<file path="src/rtl/mem_loader_pkg.sv">
// Shared frame layout and loader state encoding for the operand-memory writer.
package mem_loader_pkg;

  localparam int N_INPUT     = 16;
  localparam int N_FILTER    = 9;
  localparam int FRAME_LEN   = N_INPUT + N_FILTER;
  localparam int FILTER_BASE = N_INPUT;
  localparam int ADDR_W      = 5;

  typedef enum logic [1:0] {
    ST_IDLE = 2'd0,
    ST_LOAD = 2'd1,
    ST_CSUM = 2'd2,
    ST_DONE = 2'd3
  } state_e;

endpackage

</file>
<file path="src/rtl/mem_loader.sv">
// Byte-stream frame loader: writes 25 operand words to memory, then checks
// the trailing modulo-256 checksum byte and reports the verdict.
module mem_loader
  import mem_loader_pkg::*;
#(
  parameter int DATA_W = 8
) (
  input  logic              clk,
  input  logic              rst,
  input  logic              start,
  input  logic              in_valid,
  input  logic [DATA_W-1:0] in_data,
  output logic              in_ready,
  output logic              wr_en,
  output logic [4:0]        wr_addr,
  output logic [DATA_W-1:0] wr_data,
  output logic              busy,
  output logic              done,
  output logic              chk_ok
);

  localparam logic [ADDR_W-1:0] LAST_ADDR = ADDR_W'(FRAME_LEN - 1);

  state_e              state_q, state_d;
  logic [ADDR_W-1:0]   cnt_q, cnt_d;
  logic [DATA_W-1:0]   sum_q, sum_d;
  logic                in_ready_q, in_ready_d;
  logic                wr_en_q, wr_en_d;
  logic [4:0]          wr_addr_q, wr_addr_d;
  logic [DATA_W-1:0]   wr_data_q, wr_data_d;
  logic                busy_q, busy_d;
  logic                done_q, done_d;
  logic                chk_ok_q, chk_ok_d;
  logic                accept;

  assign accept = in_valid && in_ready_q;

  always_comb begin
    state_d   = state_q;
    cnt_d     = cnt_q;
    sum_d     = sum_q;
    wr_en_d   = 1'b0;
    wr_addr_d = wr_addr_q;
    wr_data_d = wr_data_q;
    chk_ok_d  = chk_ok_q;

    unique case (state_q)
      ST_IDLE: begin
        if (start) begin
          state_d  = ST_LOAD;
          cnt_d    = '0;
          sum_d    = '0;
          chk_ok_d = 1'b0;
        end
      end
      ST_LOAD: begin
        if (accept) begin
          wr_en_d   = 1'b1;
          wr_addr_d = cnt_q;
          wr_data_d = in_data;
          sum_d     = sum_q + in_data;
          // Counter parks on the last address rather than running past it.
          if (cnt_q == LAST_ADDR) begin
            state_d = ST_CSUM;
          end else begin
            cnt_d = cnt_q + 1'b1;
          end
        end
      end
      ST_CSUM: begin
        if (accept) begin
          chk_ok_d = (in_data == sum_q);
          state_d  = ST_DONE;
        end
      end
      ST_DONE: begin
        state_d = ST_IDLE;
      end
      default: state_d = ST_IDLE;
    endcase

    // Status outputs are decoded from the next state so they appear registered.
    in_ready_d = (state_d == ST_LOAD) || (state_d == ST_CSUM);
    busy_d     = in_ready_d;
    done_d     = (state_d == ST_DONE);
  end

  always_ff @(posedge clk) begin
    if (rst) begin
      state_q    <= ST_IDLE;
      cnt_q      <= '0;
      sum_q      <= '0;
      in_ready_q <= 1'b0;
      wr_en_q    <= 1'b0;
      wr_addr_q  <= '0;
      wr_data_q  <= '0;
      busy_q     <= 1'b0;
      done_q     <= 1'b0;
      chk_ok_q   <= 1'b0;
    end else begin
      state_q    <= state_d;
      cnt_q      <= cnt_d;
      sum_q      <= sum_d;
      in_ready_q <= in_ready_d;
      wr_en_q    <= wr_en_d;
      wr_addr_q  <= wr_addr_d;
      wr_data_q  <= wr_data_d;
      busy_q     <= busy_d;
      done_q     <= done_d;
      chk_ok_q   <= chk_ok_d;
    end
  end

  assign in_ready = in_ready_q;
  assign wr_en    = wr_en_q;
  assign wr_addr  = wr_addr_q;
  assign wr_data  = wr_data_q;
  assign busy     = busy_q;
  assign done     = done_q;
  assign chk_ok   = chk_ok_q;

endmodule

</file>
<file path="config.mk">
export PLATFORM = sky130hd
export DESIGN_NAME = mem_loader
export DESIGN_NICKNAME = d
export VERILOG_FILES = /design/src/rtl/mem_loader_pkg.sv /design/src/rtl/mem_loader.sv
export SDC_FILE = /design/constraint.sdc
export NUM_CORES = 1
export LEC_CHECK = 0
export ABC_AREA = 1
export CAP_MARGIN = 20
export CORE_MARGIN = 3
export CORE_UTILIZATION = 30
export CTS_CLUSTER_DIAMETER = 30
export DETAILED_ROUTE_END_ITERATION = 6
export PLACE_DENSITY_LB_ADDON = 0.3
export SYNTH_ARGS = -nofsm -noshare
export SYNTH_HDL_FRONTEND = slang
export SYNTH_SLANG_ARGS = --single-unit
</file>
<file path="constraint.sdc">
create_clock -name clk -period 2.81 [get_ports clk]
set_clock_uncertainty 0.05 [all_clocks]
set_input_delay 0.562 -clock clk [delete_from_list [all_inputs] [get_ports clk]]
set_output_delay 0.562 -clock clk [all_outputs]
set_load 0.03 [all_outputs]
</file>
== Yosys cells after proc, flatten, opt, wreduce, memory -nomap -nowiden ==
Index checks and enable logic that the tools add are counted.
W data, S select, Z words.

* Equal/unequal tests: 12
* Add/subtract/negate cells: 2
* Bitwise operators: 1
* Reductions and logical operators: 10
* Multiplexer cells: 16

{| class="wikitable"
|+ Operator list
! cell !! count
|-
| $mux W8 || 2
|-
| $pmux W8 S2 || 1
|-
| $mux W5 || 3
|-
| $pmux W5 S2 || 1
|-
| $add A8 B8 Y8 || 1
|-
| $eq A2 B2 Y1 const B || 4
|-
| $eq A8 B8 Y1 || 1
|-
| $mux W2 || 4
|-
| $ne A2 B2 Y1 const B || 4
|-
| $pmux W2 S4 || 1
|-
| $reduce_and A3 Y1 || 2
|-
| $add A5 B1 Y5 const B || 1
|-
| $eq A5 B5 Y1 const B || 1
|-
| $eq A2 B1 Y1 const B || 2
|-
| $reduce_and A4 Y1 || 1
|-
| $reduce_bool A2 Y1 || 2
|-
| $mux W1 || 3
|-
| $logic_not A2 Y1 || 1
|-
| $pmux W1 S2 || 1
|-
| $reduce_and A2 Y1 || 1
|-
| $reduce_or A2 Y1 || 1
|-
| $logic_and A1 B1 Y1 || 1
|-
| $logic_or A1 B1 Y1 || 1
|-
| $not A1 Y1 || 1
|}

* Logic and storage cells: 50
* Bits of input ports: 12
* Flip-flop bits (word level): 32
* Output and inout bits: 18

== Longest topological paths before layout ==
Gate-level depths: netlist of the first run.

* Depth in word-level cells: 6
* Mapped depth: 9
* Depth with buffers taken out: 9

== Least setup slack after synthesis of the first run ==
Ideal clock, no wire load.

* Path type: input to register
* Start point: in in_data[0]
* End point: reg sum_q[6]
* Data arrival time: 1.619 ns
* Cell stages on the path: 9
* Data required time: 2.689 ns
* Path buffers: 0
* Setup slack: 1.070 ns
* Cells stage by stage: ha_1 -> fa_1 -> nand3_1 -> nand2_1 -> nand2_1 -> nand2_1 -> nand2_1 -> nand3_1 -> a21oi_1

* Cells in the longest elaborated chain, start to end: 3

{| class="wikitable"
|+ RTL lines
! what !! RTL line !! source
|-
| from (decl) || mem_loader.sv:12 || <nowiki>input logic [DATA_W-1:0] in_data,</nowiki>
|-
| $add A8 B8 Y8 || mem_loader.sv:61 || <nowiki>sum_d = sum_q + in_data;</nowiki>
|-
| $mux W8 || mem_loader.sv:57 || <nowiki>if (accept) begin</nowiki>
|-
| $pmux W8 S2 || mem_loader.sv:47 || <nowiki>unique case (state_q)</nowiki>
|-
| to (signal assigned) || mem_loader.sv:103 || <nowiki>sum_q <= sum_d;</nowiki>
|-
| to (decl) || mem_loader.sv:26 || <nowiki>logic [DATA_W-1:0] sum_q, sum_d;</nowiki>
|}

No other way between the ends. The select of a mux whose other input is x is not followed.
A chain may end at the register's enable or synchronous reset.

== Worst setup path in the final report of the first run ==
Ends and elaborated chain as after synthesis.

==> results of run 1 <==
cell families after synthesis:
family                     count (synthesis)
xor gates and xnor gates                   2
AOI/OAI and AO/OA                         44
DFF                                       32
and+or+nand+nor                           96
adders and majority gates                 11
buffers and inverters                     28
Yosys cell counts, types with 3 or more instances:
cell type and number:
ha_1 10, inv_1 20, nand3_1 12, dfxtp_1 32, nand2_1 38, a21oi_1 24, nor2_1 31, nand2_2 3
o21ai_0 19
worst reg2reg max path: stages, from the launching register on:
cell	delay [ns]
dfxtp_1	0.32
inv_1	0.13
ha_1	0.16
nand4_1	0.18
o21ai_0	0.28
nand2_1	0.09
ha_1	0.27
inv_1	0.05
nor2_1	0.03
path summary, 6_finish.rpt:
path / end / slack, ns / depth (start not counted)
worst max-delay path: sum_q[6]$_SDFFE_PP0P_ / 0.79 / 10
worst min-delay path: sum_q[4]$_SDFFE_PP0P_ / 0.42 / 2
worst max register to register: busy$_SDFF_PP0_ / 1.15 / 8
worst min register to register: sum_q[4]$_SDFFE_PP0P_ / 0.42 / 2
placed cells by master (no fill, tap or decap), types with 2 or more instances in the layout:
master,netlist,final
nand2_1,38,38
clkbuf_8,0,7
nand4_1,2,2
dfxtp_1,32,32
buf_4,2,2
nand3_1,12,12
nand2_2,3,3
o21ai_0,19,19
clkdlybuf4s50_1,0,29
inv_1,20,20
nor2_1,31,31
a21oi_1,24,24
nor3_2,2,2
inv_2,2,2
ha_1,10,10
nor3_1,2,2
sequential cells by signal, summed over array words and instances, names as in the netlist:
name and flops:
wr_en 1, sum_q 8, done 1, wr_addr 5, state_q 2, wr_data 8, cnt_q 5, busy 1
chk_ok 1
metrics by stage:
stage | setup slack (ns) | total power, W
floorplan | 1.070 | 0.0005785
global placement | 0.5410 | 0.0006344
detailed placement | 0.5056 | 0.0006350
CTS | 0.8088 | 0.001018
global route | 0.6373 | 0.001055
finish | 0.7851 | 0.0009997
report_power, final:
| group | internal, W | leakage [nW] | total [W] | switching [W] |
|---|---|---|---|---|
| Clock | 0.000218 | 0.0503 | 0.000376 | 0.000159 |
| Sequential | 0.000469 | 0.260 | 0.000476 | 0.00000781 |
| Combinational | 0.0000583 | 0.563 | 0.000147 | 0.0000886 |
| Total | 0.000745 | 0.873 | 0.00100 | 0.000255 |
routing by layer:
metal	routed length [um]	up-vias
met2	1632	24
met3	135	7
met4	58	0
met5	0	-
met1	1661	621
li1	-	757
final cells by class:
cell class | instances | area, sq um
fillers | 516 | 2856
multi-input cells | 153 | 814.5
flip-flops and latches | 32 | 640.6
repair buffers | 31 | 305.3
clock buffers | 7 | 96.34
well taps | 67 | 83.83
inverters | 22 | 82.58
==> metrics, run 1 <==
CTS tree=yes; Top Usage Layer GRT=met2; EDFF count, synth=0; Critical path origin=in_data[0]; setup violators final=0; min Tclk post-route=2.025 ns; final hold violations=0; Clk pin slew, worst setup/hold paths=0.06 ns; Cell Pwr Density=494.1 mW/mm^2; Core Util, Final=41.46%; core box area=0.004880 sq mm; Die Wd=78.35 um; leakage=0.8728 nW; initial cell density of the core=32.18%; startpoint types=input port; kind of critical path=input port to flip-flop; Synth Area in Adders=9.243%; Post-synth top flop=dfxtp_1; DR DRC count=0; delay-heaviest family, CP=adder cells; met2 usage=21.58%; largest net degree at the start of global routing=22; WP data arrival=2.19 ns; Layout area overhead=28.84%; Cell variety after synth=26; Synth Area in XOR/XNOR=1.116%; number of global-route vias before repair=1,368; Fmax=493.9 MHz; worst path bufs/invs=1; crit path capture type=flip-flop; postcts setup bufs=0; final wirelength=3.488 mm; GR Util met1=15.57%; post-synthesis compound-gate area fraction=14.26%; async set-reset flop share out of synthesis=0%; # IOs=30; CTS Buffer Depth=2; largest family of logic cells by synthesized area=simple AND/OR/NAND/NOR gates; placed instance area=0.001927 sq mm; CP max FO=3; cts hold-fix bufs=0; critical path required time=2.97 ns; Slowest-stage cell, CP=clkdlybuf4s50_1; Worst-Margin Slew=0.4476 ns; clk sinks=32; HP Class=flip-flop to flip-flop; fin. max-slew vios=0; non-filler cells, final=312; Cell Area, Synth=0.001570 sq mm; syn_area_per_cell=7.372 sq um; syn_nets=236; gr usage total=12.80%; number of DRC markers in iteration 0=52; Yosys top cell area share=40.80%; Overflow after GRT=0; Post-Synth Simple-Gate Area=27.25%; Ys Warns=0; input/output buffers=29; clock latency on the worst-skew pair=0.28 ns; DRT antenna net count=0; TritonCTS Buffers=5; max_cap viols=0; GR Util met3=3.440%; die height=78.35 um; maximum VDD drop=0.2985 mV; post-synthesis register bit count=32; CP max stage delay=0.43 ns; Resize count post-CTS=0; # rows=25; root buffer cell=clkbuf_8; post-synth top area cell=dfxtp_1; mux cell area share after synthesis=0%; H-tree levels=2; max_slew headroom=70.13%; status=finished, final reports clean; post-DP HPWL=2.596 mm; initial antenna violation count=0; fin crit share=72.06%; Hold Crit Start=sum_q[4]$_SDFFE_PP0P_; antenna cells=0; GPL Wtd Cong=0.8106; register area share after synthesis=40.80%; DR vias/cell=4.516; unrepaired setup endpoints after global routing=false; share of layout cells above drive strength 1=7.755%; setup TNS=0 ns; CP dominant cell by count=nand2_1; Die ar.=0.006138 sq mm; synthesized instance count=213; fin area=0.002023 sq mm; WHS=0.4223 ns; Placed Cells=305; Vias=1,409; crit-path cells=clkdlybuf4s50_1 -> ha_1 -> fa_1 -> nand3_1 -> nand2_1 -> nand2_1 -> nand2_1 -> nand2_1 -> nand3_1 -> a21oi_1; global-route wire length before repair=6.285 mm; DRT Pass-1 Iters=4; synth top area cells=dfxtp_1 41%, nand2_1 9.1%, ha_1 8.0%, a21oi_1 7.6%, nor2_1 7.4%; wire length per cell=11.18 um; reg2reg start=cnt_q[0]$_SDFFE_PP0P_; final net count=268
(Power assumes the default switching activity.)
==> inputs of run 2 (changes only) <==
==> constraint.sdc (replaced) <==
create_clock -name clk -period 2.1 [get_ports clk]
set_clock_uncertainty 0.05 [all_clocks]
set_input_delay 0.42 -clock clk [delete_from_list [all_inputs] [get_ports clk]]
set_output_delay 0.42 -clock clk [all_outputs]
set_load 0.03 [all_outputs]
==> run 2 against run 1 <==
  * Sequential share of layout area is 0.18 points lower
  * Flip-flop and latch count stayed put
  * Critical endpoint unchanged
  * Count of clock-buffer cells in the layout is 1 lower
  * Setup slack worse by 0.61 ns
  * Core utilization is 0.23 points higher
  * Largest power group unchanged
  * Highest routed layer unchanged
  * Sequential power is 34% higher
  * Global-route usage is 0.066 points lower
  * Routed wire length is 5.4% higher
  * Final area is 0.56% higher
  * Register-to-register slack worse by 0.72 ns
==> metrics, run 2 (same netlist as run 1, synthesis figures left out) <==
clk sinks=32; post-DP HPWL=2.697 mm; initial antenna violation count=0; CTS Buffer Depth=2; DRT Pass-1 Iters=4; combinational power share=15.8%; Core Util, Final=41.69%; TritonCTS Buffers=5; GPL Wtd Cong=0.8393; critical path required time=2.27 ns; initial cell density of the core=32.18%; maximum VDD drop=0.3175 mV; core box area=0.004880 sq mm; antenna cells=0; final wirelength=3.675 mm; WHS=0.4208 ns; CTS tree=yes; DR DRC count=0; global-route wire length before repair=6.106 mm; Overflow after GRT=0; DR vias/cell=4.453; Vias=1,407; clock network power share=34.8%; HP Class=flip-flop to flip-flop; H-tree levels=2; Layout area overhead=29.56%; WP data arrival=2.09 ns; Fmax=519.1 MHz; wire length per cell=11.63 um; number of DRC markers in iteration 0=63; commonest cells after routing, fill and taps aside=38 x nand2_1, 32 x dfxtp_1, 31 x nor2_1, 29 x clkdlybuf4s50_1, 24 x a21oi_1; crit path capture type=flip-flop; clock latency on the worst-skew pair=0.28 ns; fin. max-slew vios=0; NetSw=0.0003565 W; fin crit share=91.73%; pre-CTS setup slack=-0.06036 ns; gr usage total=12.73%; Resize count post-CTS=0; Clk pin slew, worst setup/hold paths=0.06 ns; input/output buffers=29; Die ar.=0.006138 sq mm; setup violators final=0; Worst-Margin Slew=0.3160 ns; root buffer cell=clkbuf_8; final net count=272; cts hold-fix bufs=0; kind of critical path=input port to flip-flop; setup TNS=0 ns; # rows=25; Flop pwr share=49.4%; number of global-route vias before repair=1,296; min Tclk post-route=1.926 ns; Die Wd=78.35 um; setup ws final=0.1738 ns; unrepaired setup endpoints after global routing=false; startpoint types=input port; final hold violations=0; sw frac=27.61%; PnR Total Power=0.001291 W; status=finished, final reports clean; die height=78.35 um; share of layout cells above drive strength 1=8.835%; leading cell type in the layout, fill and taps excluded=nand2_1; CP max FO=3; postcts setup bufs=0; DRT antenna net count=0; largest net degree at the start of global routing=17; reg-to-reg slack, setup=0.43 ns; Cell Pwr Density=634.7 mW/mm^2; leakage=0.8825 nW; max_cap viols=0; max_slew headroom=78.87%; internal power=0.0009347 W; # IOs=30
==> run 2: cell types whose count changed in the layout (fill, tap and decap cells not counted) <==
cell and change:
clkinv_2 +1, clkbuf_1 +1, buf_4 +4, clkbuf_8 -2
==> run 2: final timing paths <==
path / end / startpoint / cells past startpoint
max: sum_q[6]$_SDFFE_PP0P_ / in_data[0] / 10
min reg2reg: sum_q[3]$_SDFFE_PP0P_ / sum_q[3]$_SDFFE_PP0P_ / 2
min: sum_q[3]$_SDFFE_PP0P_ / sum_q[3]$_SDFFE_PP0P_ / 2
max reg2reg: busy$_SDFF_PP0_ / cnt_q[0]$_SDFFE_PP0P_ / 8
==> run 2: final cells by class <==
cell class                      count  area [sq um]
Multi-Input combinational cell    153         814.5
Inverter                           22         82.58
Tap cell                           67         83.83
Fill cell                         535          2845
Clock inverter                      1         5.005
Timing Repair Buffer               35         335.3
Sequential cell                    32         640.6
Clock buffer                        6         72.57
==> run 2: routing by layer <==
| metal | track usage, % | part of all wire (%) |
|---|---|---|
| met3 | 3.326 | 4.1 |
| met2 | 21.15 | 47 |
| met4 | 4.720 | 1.7 |
| met5 | 0 | 0 |
| met1 | 15.81 | 47 |
==> run 2: stage by stage <==
| stage | instances | area, sq um |
|---|---|---|
| 6_report | 316 | 2034 |
| 5_1_grt | 316 | 2034 |
| 4_1_cts | 316 | 2034 |
| 3_5_place_dp | 309 | 1957 |
| 3_3_place_gp | 309 | 1957 |
| 2_1_floorplan | 213 | 1570 |
==> run 2: power groups by stage <==
stage	registers [W]	clock network, W	logic (W)
floorplan	0.000670	0	0.000104
global placement	0.000651	0	0.000203
detailed placement	0.000652	0	0.000205
CTS	0.000638	0.000468	0.000206
global route	0.000640	0.000493	0.000226
finish	0.000638	0.000450	0.000204
==> run 2: critical path, stage by stage <==
cell	delay (ns)
clkdlybuf4s50_1	0.43
ha_1	0.25
fa_1	0.41
nand3_1	0.09
nand2_1	0.08
nand2_1	0.09
nand2_1	0.07
nand2_1	0.07
nand3_1	0.06
a21oi_1	0.11
